[config.mk]
export PLATFORM = sky130hd
export DESIGN_NAME = jtag_dtm_flat
export DESIGN_NICKNAME = d
export VERILOG_FILES = /design/src/rtl/jtag_dtm_if.sv /design/src/rtl/jtag_dtm.sv /design/src/flat_wrapper.sv
export SDC_FILE = /design/constraint.sdc
export NUM_CORES = 1
export LEC_CHECK = 0
export BUFFER_PORTS_ARGS = -buffer_cell sky130_fd_sc_hd__buf_2
export CORE_MARGIN = 2
export CORE_UTILIZATION = 50
export DETAILED_ROUTE_END_ITERATION = 6
export GPL_ROUTABILITY_DRIVEN = 1
export PLACE_DENSITY_LB_ADDON = 0.1
export SETUP_SLACK_MARGIN = 0.4
export SKIP_CTS_REPAIR_TIMING = 1
export SYNTH_ARGS = -nofsm -noshare
export SYNTH_HDL_FRONTEND = slang
export SYNTH_SLANG_ARGS = --single-unit
[constraint.sdc]
create_clock -name clk -period 2 [get_ports clk]
set_clock_uncertainty 0.2 [all_clocks]
set_input_delay 0.3 -clock clk [delete_from_list [all_inputs] [get_ports clk]]
set_output_delay 0.3 -clock clk [all_outputs]
set_load 0.005 [all_outputs]
[src/rtl/jtag_dtm_if.sv]
// DMIPort: request/response link between the DTM (master) and the debug module.
`ifndef ABITS
`define ABITS 7
`endif

interface DMIPort #(
  parameter int ABITS = `ABITS
);
  logic             valid;
  logic             write_en;
  logic [ABITS-1:0] addr;
  logic [31:0]      wdata;
  logic [31:0]      rdata;
  logic             ready;

  modport Master (
    output valid,
    output write_en,
    output addr,
    output wdata,
    input  rdata,
    input  ready
  );

  modport Slave (
    input  valid,
    input  write_en,
    input  addr,
    input  wdata,
    output rdata,
    output ready
  );
endinterface

[src/rtl/jtag_dtm.sv]
// jtag_dtm: JTAG debug transport module. Oversamples the TAP pins in the clk
// domain, runs the 1149.1 TAP, and turns DMI scans into DMIPort requests.
`ifndef ABITS
`define ABITS 7
`endif

module jtag_dtm #(
  parameter int          ABITS       = `ABITS,
  parameter logic [31:0] IDCODE      = 32'h1000_0001,
  parameter int          SYNC_STAGES = 2
) (
  input  logic   clk,
  input  logic   rst,
  input  logic   test_mode,
  input  logic   tck_i,
  input  logic   tms_i,
  input  logic   tdi_i,
  output logic   tdo_o,
  output logic   tdo_oe_o,
  DMIPort.Master dm
);

  localparam int DMI_W = ABITS + 34;

  typedef enum logic [3:0] {
    TEST_LOGIC_RESET, RUN_TEST_IDLE,
    SELECT_DR, CAPTURE_DR, SHIFT_DR, EXIT1_DR, PAUSE_DR, EXIT2_DR, UPDATE_DR,
    SELECT_IR, CAPTURE_IR, SHIFT_IR, EXIT1_IR, PAUSE_IR, EXIT2_IR, UPDATE_IR
  } tap_state_t;

  typedef enum logic {
    M_IDLE,
    M_REQ
  } m_state_t;

  logic [SYNC_STAGES-1:0] tck_sync, tms_sync, tdi_sync;
  logic                   tck_prev;
  logic                   tck_s, tms_s, tdi_s;
  logic                   tck_rise, tck_fall;

  tap_state_t tap_state, tap_next;
  logic       capture_dr, shift_dr, update_dr;
  logic       capture_ir, shift_ir, update_ir;

  logic [4:0]       ir, ir_shift;
  logic             sel_idcode, sel_dtmcs, sel_dmi;
  logic [DMI_W-1:0] dr_shift;
  logic [1:0]       dmi_op;
  logic [31:0]      dmi_data;
  logic [ABITS-1:0] dmi_addr;

  logic [1:0]       dmistat;
  logic [ABITS-1:0] last_addr;
  logic [31:0]      last_rdata;
  logic [31:0]      dtmcs_val;
  logic [1:0]       cap_op;
  logic [31:0]      cap_rdata;

  m_state_t m_state, m_next;
  logic     issue, busy_hit, abort, stat_clear, req_done;

  logic unused_test_mode;
  assign unused_test_mode = test_mode;

  // Bring the asynchronous pins into clk through a shift chain and remember last tck
  always_ff @(posedge clk) begin
    if (rst) begin
      tck_sync <= '0;
      tms_sync <= '0;
      tdi_sync <= '0;
      tck_prev <= 1'b0;
    end else begin
      tck_sync[0] <= tck_i;
      tms_sync[0] <= tms_i;
      tdi_sync[0] <= tdi_i;
      for (int i = 1; i < SYNC_STAGES; i++) begin
        tck_sync[i] <= tck_sync[i-1];
        tms_sync[i] <= tms_sync[i-1];
        tdi_sync[i] <= tdi_sync[i-1];
      end
      tck_prev <= tck_sync[SYNC_STAGES-1];
    end
  end

  assign tck_s    = tck_sync[SYNC_STAGES-1];
  assign tms_s    = tms_sync[SYNC_STAGES-1];
  assign tdi_s    = tdi_sync[SYNC_STAGES-1];
  assign tck_rise = tck_s & ~tck_prev;
  assign tck_fall = ~tck_s & tck_prev;

  // TAP state register
  always_ff @(posedge clk) begin
    if (rst) tap_state <= TEST_LOGIC_RESET;
    else     tap_state <= tap_next;
  end

  // TAP next state, advanced only on a synchronized tck rise
  always_comb begin
    tap_next = tap_state;
    if (tck_rise) begin
      case (tap_state)
        TEST_LOGIC_RESET: tap_next = tms_s ? TEST_LOGIC_RESET : RUN_TEST_IDLE;
        RUN_TEST_IDLE:    tap_next = tms_s ? SELECT_DR : RUN_TEST_IDLE;
        SELECT_DR:        tap_next = tms_s ? SELECT_IR : CAPTURE_DR;
        CAPTURE_DR:       tap_next = tms_s ? EXIT1_DR : SHIFT_DR;
        SHIFT_DR:         tap_next = tms_s ? EXIT1_DR : SHIFT_DR;
        EXIT1_DR:         tap_next = tms_s ? UPDATE_DR : PAUSE_DR;
        PAUSE_DR:         tap_next = tms_s ? EXIT2_DR : PAUSE_DR;
        EXIT2_DR:         tap_next = tms_s ? UPDATE_DR : SHIFT_DR;
        UPDATE_DR:        tap_next = tms_s ? SELECT_DR : RUN_TEST_IDLE;
        SELECT_IR:        tap_next = tms_s ? TEST_LOGIC_RESET : CAPTURE_IR;
        CAPTURE_IR:       tap_next = tms_s ? EXIT1_IR : SHIFT_IR;
        SHIFT_IR:         tap_next = tms_s ? EXIT1_IR : SHIFT_IR;
        EXIT1_IR:         tap_next = tms_s ? UPDATE_IR : PAUSE_IR;
        PAUSE_IR:         tap_next = tms_s ? EXIT2_IR : PAUSE_IR;
        EXIT2_IR:         tap_next = tms_s ? UPDATE_IR : SHIFT_IR;
        UPDATE_IR:        tap_next = tms_s ? SELECT_DR : RUN_TEST_IDLE;
        default:          tap_next = TEST_LOGIC_RESET;
      endcase
    end
  end

  // TAP action strobes; update fires on the rise that enters the Update state
  always_comb begin
    capture_dr = tck_rise && (tap_state == CAPTURE_DR);
    shift_dr   = tck_rise && (tap_state == SHIFT_DR);
    update_dr  = tck_rise && (tap_next == UPDATE_DR) && (tap_state != UPDATE_DR);
    capture_ir = tck_rise && (tap_state == CAPTURE_IR);
    shift_ir   = tck_rise && (tap_state == SHIFT_IR);
    update_ir  = tck_rise && (tap_next == UPDATE_IR) && (tap_state != UPDATE_IR);
  end

  // Instruction decode; anything unrecognised falls back to the bypass bit
  always_comb begin
    sel_idcode = (ir == 5'h01);
    sel_dtmcs  = (ir == 5'h10);
    sel_dmi    = (ir == 5'h11);
  end

  // Instruction register and its shift stage
  always_ff @(posedge clk) begin
    if (rst) begin
      ir       <= 5'h01;
      ir_shift <= 5'h00;
    end else begin
      if (tap_state == TEST_LOGIC_RESET) ir <= 5'h01;
      else if (update_ir)                ir <= ir_shift;
      if (capture_ir)    ir_shift <= 5'b00001;
      else if (shift_ir) ir_shift <= {tdi_s, ir_shift[4:1]};
    end
  end

  assign dmi_op   = dr_shift[1:0];
  assign dmi_data = dr_shift[33:2];
  assign dmi_addr = dr_shift[DMI_W-1:34];

  assign dtmcs_val = {14'b0, 3'b000, 3'd1, dmistat, 6'(ABITS), 4'd1};

  // Capture sees a request completing this cycle as already finished
  always_comb begin
    cap_op    = dmistat;
    cap_rdata = last_rdata;
    if (m_state == M_REQ) begin
      if (!dm.ready)           cap_op    = 2'd3;
      else if (!dm.write_en)   cap_rdata = dm.rdata;
    end
  end

  // Data register: capture per selected instruction, shift into that register's MSB
  always_ff @(posedge clk) begin
    if (rst) begin
      dr_shift <= '0;
    end else if (capture_dr) begin
      if (sel_idcode)     dr_shift <= DMI_W'(IDCODE);
      else if (sel_dtmcs) dr_shift <= DMI_W'(dtmcs_val);
      else if (sel_dmi)   dr_shift <= {last_addr, cap_rdata, cap_op};
      else                dr_shift <= '0;
    end else if (shift_dr) begin
      if (sel_dmi)                     dr_shift <= {tdi_s, dr_shift[DMI_W-1:1]};
      else if (sel_idcode || sel_dtmcs) dr_shift[31:0] <= {tdi_s, dr_shift[31:1]};
      else                             dr_shift[0] <= tdi_s;
    end
  end

  // TDO and its enable follow the falling edge of tck
  always_ff @(posedge clk) begin
    if (rst) begin
      tdo_o    <= 1'b0;
      tdo_oe_o <= 1'b0;
    end else if (tck_fall) begin
      tdo_oe_o <= (tap_state == SHIFT_IR) || (tap_state == SHIFT_DR);
      tdo_o    <= (tap_state == SHIFT_IR) ? ir_shift[0] : dr_shift[0];
    end
  end

  // Update-DR decisions for the DMI and DTMCS registers
  always_comb begin
    issue      = update_dr && sel_dmi && (dmistat == 2'd0) && (m_state == M_IDLE) &&
                 ((dmi_op == 2'd1) || (dmi_op == 2'd2));
    busy_hit   = update_dr && sel_dmi && (dmistat == 2'd0) && (m_state == M_REQ);
    abort      = update_dr && sel_dtmcs && dr_shift[17];
    stat_clear = update_dr && sel_dtmcs && (dr_shift[16] || dr_shift[17]);
  end

  // Master state register
  always_ff @(posedge clk) begin
    if (rst) m_state <= M_IDLE;
    else     m_state <= m_next;
  end

  // Master next state: leave REQ on handshake or abort
  always_comb begin
    m_next = m_state;
    case (m_state)
      M_IDLE:  if (issue) m_next = M_REQ;
      M_REQ:   if (abort || dm.ready) m_next = M_IDLE;
      default: m_next = M_IDLE;
    endcase
  end

  // Master outputs
  always_comb begin
    dm.valid = (m_state == M_REQ);
    req_done = (m_state == M_REQ) && dm.ready && !abort;
  end

  // Request fields are latched at issue and held stable through REQ
  always_ff @(posedge clk) begin
    if (rst) begin
      dm.addr     <= '0;
      dm.wdata    <= '0;
      dm.write_en <= 1'b0;
    end else if (issue) begin
      dm.addr     <= dmi_addr;
      dm.write_en <= (dmi_op == 2'd2);
      if (dmi_op == 2'd2) dm.wdata <= dmi_data;
    end
  end

  // Sticky status, last address and last read data
  always_ff @(posedge clk) begin
    if (rst) begin
      dmistat    <= 2'd0;
      last_addr  <= '0;
      last_rdata <= '0;
    end else begin
      if (stat_clear)    dmistat <= 2'd0;
      else if (busy_hit) dmistat <= 2'd3;
      if (issue) last_addr <= dmi_addr;
      if (req_done && !dm.write_en) last_rdata <= dm.rdata;
    end
  end

endmodule

[src/flat_wrapper.sv]
// flat-port wrapper written by rule: the top's interface ports become plain ports
module jtag_dtm_flat 
#(
  parameter int          ABITS       = `ABITS,
  parameter logic [31:0] IDCODE      = 32'h1000_0001,
  parameter int          SYNC_STAGES = 2
)
  (clk, rst, test_mode, tck_i, tms_i, tdi_i, tdo_o, tdo_oe_o, dm_valid, dm_write_en, dm_addr, dm_wdata, dm_rdata, dm_ready);
  DMIPort #(.ABITS(ABITS)) dm_i ();
  input  logic clk;
  input  logic rst;
  input  logic test_mode;
  input  logic tck_i;
  input  logic tms_i;
  input  logic tdi_i;
  output logic tdo_o;
  output logic tdo_oe_o;
  output wire logic [$bits(dm_i.valid)-1:0] dm_valid;
  output wire logic [$bits(dm_i.write_en)-1:0] dm_write_en;
  output wire logic [$bits(dm_i.addr)-1:0] dm_addr;
  output wire logic [$bits(dm_i.wdata)-1:0] dm_wdata;
  input wire logic [$bits(dm_i.rdata)-1:0] dm_rdata;
  input wire logic [$bits(dm_i.ready)-1:0] dm_ready;
  assign dm_valid = dm_i.valid;
  assign dm_write_en = dm_i.write_en;
  assign dm_addr = dm_i.addr;
  assign dm_wdata = dm_i.wdata;
  assign dm_i.rdata = dm_rdata;
  assign dm_i.ready = dm_ready;
  jtag_dtm #(.ABITS(ABITS), .IDCODE(IDCODE), .SYNC_STAGES(SYNC_STAGES)) u_core (.clk(clk), .rst(rst), .test_mode(test_mode), .tck_i(tck_i), .tms_i(tms_i), .tdi_i(tdi_i), .tdo_o(tdo_o), .tdo_oe_o(tdo_oe_o), .dm(dm_i));
endmodule
==> impl_metrics.json <==
{
  "rsz0062_at_grt": "true",
  "clk_pin_slew_ps": 60,
  "setup_slack_ps": -88.04,
  "max_freq_ghz": 0.4789,
  "cts_buffers": 17,
  "worst_hold_slack_ps": 110.5,
  "cts_tree": "built",
  "route.detailed.drc": 0,
  "fin_crit_ps": 2088,
  "clock_latency_ps": 430,
  "p_leak_nw": 3.155,
  "timing_hold_violations_final": 0,
  "crit_path_end_kind": "register",
  "timing.final.crit_share_pct": 104.4,
  "gp_congestion": 0.8463,
  "top_usage_layer": "met2",
  "cp.arrival_ps": 2240,
  "syn_inst": 758,
  "area_growth_pct": 45.07,
  "wl_um": 21280,
  "die_width_um": 117.4,
  "slew_violations": 0,
  "antenna_cells": 0,
  "die_h_um": 117.4,
  "crit_path_start_kind": "register",
  "wl_per_cell_um": 19.87,
  "ant_nets": 0,
  "grt_pass1_wl_um": 29860,
  "htree_levels": 4,
  "synth_fp_nets": 798,
  "grtUsageTotal_pct": 26.83,
  "design_area_um2": 9331,
  "min_path_type": "in -> reg",
  "ys_seq_area_share_pct": 42.95,
  "required_ps": 2150,
  "via_per_inst": 6.259,
  "met1_usage_pct": 31.67,
  "num-fill-cells": 876,
  "synth_top_area_share_pct": 42.95,
  "yosysMostFrequentCell": "dfxtp_1",
  "die_area_um2": 13790,
  "power_density_nw_per_um2": 626.1,
  "synth_top_cells_by_area": "dfxtp_1 43%, a21oi_1 8.7%, clkbuf_1 4.3%",
  "setup_viol": 95,
  "yosysTopAreaCell": "dfxtp_1",
  "status": "finished with violations",
  "clock_sinks": 138,
  "met2_usage_pct": 46.24,
  "worstMarginPinSlew_ps": 749.8,
  "synth.avg_cell_area_um2": 8.486,
  "worstPathMaxFanout": 8,
  "power_w": 0.005843,
  "core_um2": 12570,
  "place.port_buffers": 80,
  "gr-usage-met3_pct": 4.767,
  "place_area_um2": 7492,
  "relSlewSlack_pct": 50.02,
  "max-vdd-ir-drop_mv": 0.4699,
  "rows": 41,
  "grt_max_degree": 51,
  "ys_warn_count": 0,
  "synth-edff-count": 0,
  "nets": 926,
  "violations": "negative setup slack",
  "criticalPathCategory": "reg -> reg",
  "vias": 6703,
  "yosys-top-cells-count": "138 x dfxtp_1, 112 x a21oi_1, 74 x clkbuf_1, 49 x o21ai_0, 41 x nand3_1",
  "synth-async-reset-ratio_pct": 0,
  "cap_violations": 0,
  "pre_cts_ws_ps": -110.2,
  "dp_hpwl_um": 12320,
  "synth-seq-cells": 138,
  "drt_iter0_markers": 664,
  "root_buffer": "clkbuf_16",
  "top_level_ports": 82,
  "final_util_pct": 74.25,
  "start_util_pct": 51.18,
  "grt_pass1_vias": 6036,
  "layout-drive-gt1-share_pct": 39.04,
  "gr-total-overflow": 0,
  "ys_types": 55,
  "yosys_most_used_dff": "dfxtp_1",
  "clk_path_buf_depth": 2,
  "antenna_found_initial": 0,
  "firstDrtPassIters": 7,
  "syn-cell-area_um2": 6432
}
-- layout make-up --
class	count	area (um2)	share of cell area (%)
multi-input combinational	517	3959	42.42
sequential	138	2781	29.81
timing repair buffer	198	1797	19.25
clock buffer	24	481.7	5.162
tap	172	215.2	2.306
inverter	14	52.55	0.5632
clock inverter	8	45.04	0.4827
-- power breakdown --
part | internal (W) | leakage, nW | total [W] | switching (W)
combinational | 0.000113 | 1.78 | 0.000239 | 0.000127
sequential | 0.00276 | 1.12 | 0.00277 | 0.00000797
clock | 0.00167 | 0.260 | 0.00284 | 0.00117
total | 0.00454 | 3.16 | 0.00584 | 0.00131
-- cell usage in the layout (no fill, tap or decap), drive strengths merged, types with 4 or more instances in the layout --
master         n
o21ai         50
a311oi        11
a311o          4
nand3b         5
or3            5
a31o           4
mux2          24
nand4         33
nand3         41
o22ai          8
clkinv         6
o31ai         33
a221oi         8
buf          154
nor4           4
nor3           5
nor2          21
dlygate4sd3   35
and3           7
dfxtp        138
clkbuf        33
a22oi         23
nor2b         14
inv           14
mux2i          8
a211oi        25
nand2         35
a21oi        112
-- registers in the layout, indices dropped and copies added, names as in the netlist, 4 cells and up --
signal             count
u_core.dm.addr         7
u_core.dm.wdata       32
u_core.dr_shift       41
u_core.ir              5
u_core.ir_shift        5
u_core.last_rdata     32
u_core.tap_state       4
-- cell families after synthesis --
family                   count (synthesis)  synth area share (%)
AND/OR/NAND/NOR                        189                 16.16
buffers and inverters                  103                 6.224
flip-flops                             138                 42.95
XOR/XNOR                                 1                0.1362
adder cells (fa/ha/maj)                  1                0.1945
multiplexers                            32                 5.446
AO/OA/AOI/OAI                          294                 28.89
-- layer usage --
layer,share of wire [%],vias up
met1,41,3297
li1,-,3119
met4,3.9,0
met3,4.2,56
met5,0,-
met2,51,231
-- per-stage QoR --
step | TNS [ps] | instances
floorplan | -1005 | 758
global placement | -2218 | 979
detailed placement | -3422 | 979
CTS | -4895 | 1011
global route | -8532 | 1071
finish | -3246 | 1071
-- critical path: stages, from the launching register on --
cell and delay, ps:
dfxtp_2 330, buf_4 130, or3_4 350, buf_6 150
nor4_4 170, buf_6 230, clkbuf_16 180, nand4_1 100
a21oi_1 170
-- path summary, 6_finish.rpt --
| check | depth (start not counted) | start | end | slack, ps |
|---|---|---|---|---|
| worst max-delay path | 8 | u_core.ir[3]$_SDFFE_PP0P_ | u_core.dm.wdata[14]$_SDFFE_PP0P_ | -90 |
| worst min-delay path | 4 | dm_ready | u_core.dm.valid$_SDFF_PP0_ | 110 |
| worst max register to register | 8 | u_core.ir[3]$_SDFFE_PP0P_ | u_core.dm.wdata[14]$_SDFFE_PP0P_ | -90 |
| worst min register to register | 1 | u_core.tck_sync[0]$_SDFF_PP0_ | u_core.tck_sync[1]$_SDFF_PP0_ | 240 |
Note: power is estimated with default switching activity, not from simulation.
